### src/rtl/rc4_encryptor.sv
// RC4 PRGA encryption engine: walks the pre-scheduled S-box, XORs the keystream
// into plaintext read from a message RAM and writes ciphertext, aborting on bytes
// outside the lowercase/space charset.
module rc4_encryptor #(
  parameter int DATA_WIDTH     = 8,
  parameter int S_ADDR_WIDTH   = 8,
  parameter int MSG_LENGTH     = 32,
  parameter int MSG_ADDR_WIDTH = 5
) (
  input  logic                      clk,
  input  logic                      reset,
  input  logic                      start,
  input  logic [DATA_WIDTH-1:0]     sOut,
  output logic [DATA_WIDTH-1:0]     sIn,
  output logic [S_ADDR_WIDTH-1:0]   sAddr,
  output logic                      sWren,
  input  logic [DATA_WIDTH-1:0]     pOut,
  output logic [MSG_ADDR_WIDTH-1:0] pAddr,
  output logic [DATA_WIDTH-1:0]     cIn,
  output logic [MSG_ADDR_WIDTH-1:0] cAddr,
  output logic                      cWren,
  output logic                      busy,
  output logic                      done,
  output logic                      error,
  output logic [MSG_ADDR_WIDTH:0]   bytesWritten
);

  typedef enum logic [3:0] {
    ST_IDLE, ST_INC_I, ST_RD_SI, ST_RD_SJ, ST_WR_SI,
    ST_WR_SJ, ST_RD_F, ST_WR_C, ST_DONE, ST_ERROR
  } state_t;

  state_t                    state;
  logic [S_ADDR_WIDTH-1:0]   i, j;
  logic [DATA_WIDTH-1:0]     si, sj;
  logic [MSG_ADDR_WIDTH-1:0] k;
  logic                      start_q;

  logic                      start_edge;
  logic                      can_start;
  logic                      pt_valid;
  logic                      last_byte;
  logic [S_ADDR_WIDTH-1:0]   j_sum;

  assign start_edge = start & ~start_q;
  assign can_start  = (state == ST_IDLE) || (state == ST_DONE) || (state == ST_ERROR);
  assign j_sum      = j + S_ADDR_WIDTH'(sOut);
  assign last_byte  = (k == MSG_ADDR_WIDTH'(MSG_LENGTH - 1));
  assign pt_valid   = (pOut == DATA_WIDTH'(32)) ||
                      ((pOut >= DATA_WIDTH'(97)) && (pOut <= DATA_WIDTH'(122)));

  assign busy  = ~can_start;
  assign done  = (state == ST_DONE);
  assign error = (state == ST_ERROR);
  assign pAddr = k;
  assign cAddr = k;

  // NOTE: all state below uses non-blocking assignments so every register
  // samples the pre-edge values, independent of statement order.
  always_ff @(posedge clk) begin
    if (reset) begin
      state        <= ST_IDLE;
      i            <= '0;
      j            <= '0;
      k            <= '0;
      si           <= '0;
      sj           <= '0;
      start_q      <= 1'b0;
      bytesWritten <= '0;
    end else begin
      start_q <= start;
      case (state)
        ST_IDLE, ST_DONE, ST_ERROR: begin
          if (start_edge) begin
            i            <= '0;
            j            <= '0;
            k            <= '0;
            bytesWritten <= '0;
            state        <= ST_INC_I;
          end
        end
        ST_INC_I: begin
          i     <= i + S_ADDR_WIDTH'(1);
          state <= ST_RD_SI;
        end
        ST_RD_SI: begin
          si    <= sOut;
          j     <= j_sum;
          state <= ST_RD_SJ;
        end
        ST_RD_SJ: begin
          sj    <= sOut;
          state <= ST_WR_SI;
        end
        ST_WR_SI: state <= ST_WR_SJ;
        ST_WR_SJ: state <= ST_RD_F;
        ST_RD_F:  state <= ST_WR_C;
        ST_WR_C: begin
          if (pt_valid) begin
            bytesWritten <= bytesWritten + (MSG_ADDR_WIDTH + 1)'(1);
            if (last_byte) begin
              state <= ST_DONE;
            end else begin
              k     <= k + MSG_ADDR_WIDTH'(1);
              state <= ST_INC_I;
            end
          end else begin
            state <= ST_ERROR;
          end
        end
        default: state <= ST_IDLE;
      endcase
    end
  end

  // RAM strobes are gated by reset so an abort never lands a write mid-swap.
  // NOTE: every output gets a default first, so no path through the case
  // leaves a signal unassigned and no latch is inferred.
  always_comb begin
    sAddr = '0;
    sIn   = '0;
    sWren = 1'b0;
    cIn   = '0;
    cWren = 1'b0;
    case (state)
      ST_INC_I: sAddr = i + S_ADDR_WIDTH'(1);
      ST_RD_SI: sAddr = j_sum;
      ST_RD_SJ: sAddr = i;
      ST_WR_SI: begin
        sAddr = i;
        sIn   = sj;
        sWren = ~reset;
      end
      ST_WR_SJ: begin
        sAddr = j;
        sIn   = si;
        sWren = ~reset;
      end
      ST_RD_F: sAddr = S_ADDR_WIDTH'(si) + S_ADDR_WIDTH'(sj);
      ST_WR_C: begin
        if (pt_valid) begin
          cIn   = pOut ^ sOut;
          cWren = ~reset;
        end
      end
      default: ;
    endcase
  end

endmodule
### config.mk
export PLATFORM = sky130hd
export DESIGN_NAME = rc4_encryptor
export DESIGN_NICKNAME = d
export VERILOG_FILES = /design/src/rtl/rc4_encryptor.sv
export SDC_FILE = /design/constraint.sdc
export NUM_CORES = 1
export LEC_CHECK = 0
export BUFFER_PORTS_ARGS = -buffer_cell sky130_fd_sc_hd__buf_2
export CAP_MARGIN = 10
export CORE_MARGIN = 2
export CORE_UTILIZATION = 50
export CTS_CLUSTER_SIZE = 12
export DETAILED_ROUTE_END_ITERATION = 7
export PLACE_DENSITY = 0.76
export SKIP_LAST_GASP = 1
export SYNTH_ARGS = -nofsm -noshare
export SYNTH_HDL_FRONTEND = slang
export SYNTH_SLANG_ARGS = --single-unit
### constraint.sdc
create_clock -name clk -period 2.8 [get_ports clk]
set_clock_uncertainty 0.1 [all_clocks]
set_input_delay 0.28 -clock clk [delete_from_list [all_inputs] [get_ports clk]]
set_output_delay 0.28 -clock clk [all_outputs]
set_load 0.01 [all_outputs]
After elaboration in Yosys (flattened, before gate mapping) --
Index checks and enable logic that the tools add are counted.
Storage, ports and cells: flip-flop bits (word level) 48, input bits 19, output and inout port bits 45, word-level logic and storage cells 70
Operators by class: $add $sub $neg 5, magnitude comparators 2, equal/unequal tests 14, muxes and demuxes 21, bitwise logic cells 5, reduce and logical (&&, ||, !) cells 15
Operators by type and width (number):
- 8-bit one-hot mux with 2 select lines | 3
- 8-bit one-hot mux with 5 select lines | 1
- 4-bit one-hot mux with 8 select lines | 1
- 8-bit two-way mux | 3
- 8-bit adder | 2
- 4-bit by 3-bit == test with 1-bit output (second input constant) | 4
- 5-bit two-way mux | 3
- 4-bit two-way mux | 3
- 6-bit two-way mux | 2
- 6-bit one-hot mux with 2 select lines | 1
- 5-bit one-hot mux with 2 select lines | 1
- 8-bit by 1-bit adder with 8-bit output (second input constant) | 1
- 4-bit by 2-bit == test with 1-bit output (second input constant) | 2
- 4-bit == test (second input constant) | 2
- 8-bit by 6-bit == test with 1-bit output (second input constant) | 1
- 8-bit by 7-bit greater-or-equal comparator with 1-bit output (second input constant) | 1
- 8-bit by 7-bit less-or-equal comparator with 1-bit output (second input constant) | 1
- 8-bit XOR | 1
- 6-bit by 1-bit adder with 6-bit output (second input constant) | 1
- 2-bit inequality test (second input constant) | 3
- 2-bit nonzero test | 3
- 5-bit by 1-bit adder with 5-bit output (second input constant) | 1
- 5-bit == test (second input constant) | 1
- 4-bit by 1-bit == test with 1-bit output (second input constant) | 1
- other kinds (11) | 19

Longest topological paths before layout --
depth in word-level cells 5, depth in mapped cells 9, gate-level depth less buffers 9

Worst setup path after synthesis --
No wires, ideal clock.
path type flip-flop to output port, start register state[0], end output sAddr[4], arrival 1878 ps, required time 2420 ps, slack 542 ps, stages on the path, launching flop included 10, buffers on the path 3, cell sequence dfxtp_1 > clkbuf_1 > nand2b_1 > clkbuf_1 > nor2_1 > or2_2 > buf_2 > a21o_1 > a221oi_1 > nand3_1
On the way: longest elaborated chain between the ends 3, elaborated cells between the ends (all ways) 8, those cells by class 6 x eq/ne; 1 x mux; 1 x reduce/logical
Ends and longest elaborated chain:
- from (decl) | line 33 | state_t state;
- from (signal assigned) | line 62 | state <= ST_IDLE;
- from (signal assigned) | line 79 | state <= ST_INC_I;
- from (signal assigned) | line 84 | state <= ST_RD_SI;
- 4-bit by 3-bit == test with 1-bit output or 4-bit by 2-bit == test with 1-bit output (tied branches) | line 125 | case (state)
- 2-bit OR reduction (no line)
- 8-bit one-hot mux with 5 select lines * | line 125
- to (decl) | line 15 | output logic [S_ADDR_WIDTH-1:0] sAddr,
Mark *: on every way between the ends. The rest lies on a longest branch, timed or not.

Worst setup path in the final report --
start register sj[0], end output sAddr[6]
On the way: longest elaborated chain between the ends 2
Ends and longest elaborated chain:
- from (decl) | line 35 | logic [DATA_WIDTH-1:0] si, sj;
- from (signal assigned) | line 92 | sj <= sOut;
- 8-bit adder | line 139 | ST_RD_F: sAddr = S_ADDR_WIDTH'(si) + S_ADDR_WIDTH'(sj);
- 8-bit one-hot mux with 5 select lines | line 125
No other way between the ends.

==> metrics.txt <==
status finished, final reports clean; Worst EP arrival 2.29 ns; largest net degree at the start of global routing 27; Antenna Nets Post-Route 0; routability cong. 0.877; vias after detailed routing 3,066; DP Area 3400 sq um; Async S/R FF share, synth 0; Hold Crit Start start; Synthesized Nets 440; Worst Setup Start Kind flop; Clock Sink Count 48; depth of the most critical reg-to-reg path 7; DIE WIDTH 81.9 um; cell taking the most area after synthesis dfxtp_1; leakage 1.56 nW; required time worst endpoint 2.42 ns; clk root buf clkbuf_8; cts hold-fix bufs 0; GRT Overall Usage 0.248; ant diodes 0; crit-path cells ha_1, inv_1, fa_1, nor2b_1, nor3_1, o21bai_1, a21oi_1, xor2_1, o211ai_1, buf_2; average size of a mapped cell 7.57 sq um; CP Class reg2out; Post-synth EDFFs 0; Core Footprint 5890 sq um; hold endpoint start_q; Layout Nets 497; most common flop cell mapped by yosys dfxtp_1; Crit Reg-Reg Endpoint cAddr[4]; post-DR vias/cell 5.74; critical path's slowest cell fa_1; Area Overhead vs Synth 16.5%; Worst Hold Depth 2; share of the synthesized area in the top cell type 0.316; actual slew at the worst max-slew pin 0.667 ns; DIE HEIGHT 81.9 um; DRC viols 0; post-synth cell types 43; Final Instance Area 3540 sq um; Ys Warns 0; top cells by area, synth dfxtp_1, nand2_1, a21oi_1; Die ar. 6710 sq um; Post-Syn Area 3040 sq um; Max-Cap Viols 0; total gr overflow 0; CTS tree done; unrepaired setup endpoints after global routing no; initial cell density of the core 0.516; drt pass-1 iters 5; Final setup viols 0; DP HPWL 6090 um; total wire length 8080 um; maximum level of the CTS H-tree 2; r2r setup slk 0.49 ns; Port Buffers 63; clk_lat worst skew 0.30 ns; peak supply drop 318 uV; first-pass GRT wire length 12,800 um; RR Startpoint state[3]; Synth Instances 401; power per cell area 665 nW/um^2; Synth top cells by count nand2_1, dfxtp_1, a21oi_1, nor2_1, nor3_1; vias in the first global route 2,725; CP Capture Type output pin; Ports 64; post-synthesis register bit count 48; CTS Buf Count 5; starting DRC count in detailed routing 130; cell row count 28; Max Clock Freq 374 MHz; Slew Limit Fails 0; Fin. Hold Viols 0; Hold Path Class in2reg; Slew HR 0.553; Reg clk slew, reported paths 0.09 ns; worst-path fanout max 3; Crit path largest cell delay 0.39 ns; cell with the most instances after synthesis nand2_1; min cycle time layout 2.67 ns; Seq/Total Area, Yosys 0.316; Tcrit/Tclk final 0.954; WL per Instance 15.1 um; Clock Path Buffers 2; layout cells sized above 1 0.200; setup tns final 0 ns; antenna violations before repair 0
worst max path at each step:
stage             start        to  slack [ns]  depth (start not counted)
2_1_floorplan  state[0]  sAddr[4]        0.54                          9
3_3_place_gp   state[3]  sAddr[5]        0.37                          7
3_5_place_dp   state[3]  sAddr[4]        0.31                          7
4_1_cts        state[0]  sAddr[3]        0.07                          8
5_1_grt           sj[0]  sAddr[6]        0.03                         10
6_report          sj[0]  sAddr[6]        0.13                         10
metrics by stage:
| step | setup slack (ns) | util | hold slack [ns] | std cells | power (mW) |
|---|---|---|---|---|---|
| floorplan | 0.542 | - | 0.308 | 401 | 1.55 |
| global placement | 0.369 | 0.578 | 0.360 | 525 | 1.82 |
| detailed placement | 0.310 | 0.578 | 0.368 | 525 | 1.83 |
| CTS | 0.0720 | 0.597 | 0.142 | 533 | 2.34 |
| global route | 0.0309 | 0.601 | 0.141 | 534 | 2.52 |
| finish | 0.129 | 0.601 | 0.145 | 534 | 2.35 |
metal layers:
metal / up-vias / share of wire / track usage
li1: 1522 / - / -
met1: 1424 / 0.44 / 0.319
met4: 0 / 0.018 / 0.0833
met3: 13 / 0.062 / 0.0549
met5: - / 0 / 0
met2: 107 / 0.48 / 0.411
where the power goes:
group | switching, mW | internal [mW] | total, mW | leakage (nW)
Combinational | 0.605 | 0.377 | 0.982 | 1.12
Sequential | 0.0931 | 0.771 | 0.864 | 0.390
Clock | 0.242 | 0.265 | 0.506 | 0.0541
sequential cells by signal, summed over array words and instances (netlist names):
register      cells
bytesWritten      6
cAddr             5
i                 8
j                 8
si                8
sj                8
start_q           1
state             4
critical path: cells and delay by family (launching register included):
kind | cells | cell delay, ns
and+or+nand+nor | 2 | 0.26
buffers and inverters | 2 | 0.22
DFF | 1 | 0.35
adders and majority gates | 2 | 0.55
xor gates and xnor gates | 1 | 0.16
AOI/OAI and AO/OA | 3 | 0.45
layout by cell type (no fill, tap or decap), types with 3 or more instances in the layout:
| master | n |
|---|---|
| nand3b_1 | 3 |
| clkbuf_8 | 5 |
| a22o_1 | 8 |
| nor3_1 | 20 |
| nor2b_1 | 7 |
| and3_1 | 6 |
| inv_1 | 7 |
| nand3_1 | 15 |
| ha_1 | 17 |
| a21o_1 | 6 |
| buf_2 | 63 |
| nand4_1 | 4 |
| dfxtp_1 | 44 |
| buf_4 | 9 |
| o21ai_0 | 18 |
| a21oi_1 | 45 |
| nor4_1 | 3 |
| o211ai_1 | 6 |
| dfxtp_2 | 4 |
| nand2_1 | 67 |
| nor2_1 | 36 |
| a221oi_1 | 4 |
| o21a_1 | 4 |
| xor2_1 | 10 |
| nand2b_1 | 5 |
| xnor2_1 | 13 |
area by class of cell:
cell class	count	area (sq um)
Clock buffer	5	68.8
Clock inverter	3	42.5
Fill cell	550	2350
Inverter	7	26.3
Multi-Input combinational cell	324	1960
Sequential cell	48	966
Tap cell	75	93.8
Timing Repair Buffer	72	383
kinds of logic (layout without fill, tap and decap cells):
| kind of cell | count (synthesis) | in the layout | synth area share |
|---|---|---|---|
| buffers and inverters | 29 | 87 | 0.0437 |
| XOR/XNOR | 24 | 24 | 0.0738 |
| adder cells (fa/ha/maj) | 20 | 20 | 0.0874 |
| AND/OR/NAND/NOR | 177 | 177 | 0.270 |
| AO/OA/AOI/OAI | 103 | 103 | 0.208 |
| flip-flops | 48 | 48 | 0.316 |
what timing repair did:
| item | 4_1_cts | 5_1_grt |
|---|---|---|
| gates resized for setup | 1 | 8 |
| pin swaps | 0 | 1 |
| setup buffers | 0 | 1 |
| endpoints found under the setup margin | 2 | 6 |
| hold endpoints to repair | 0 | 0 |
| cloned | 0 | 0 |
Power figures use the tool's default switching activity.
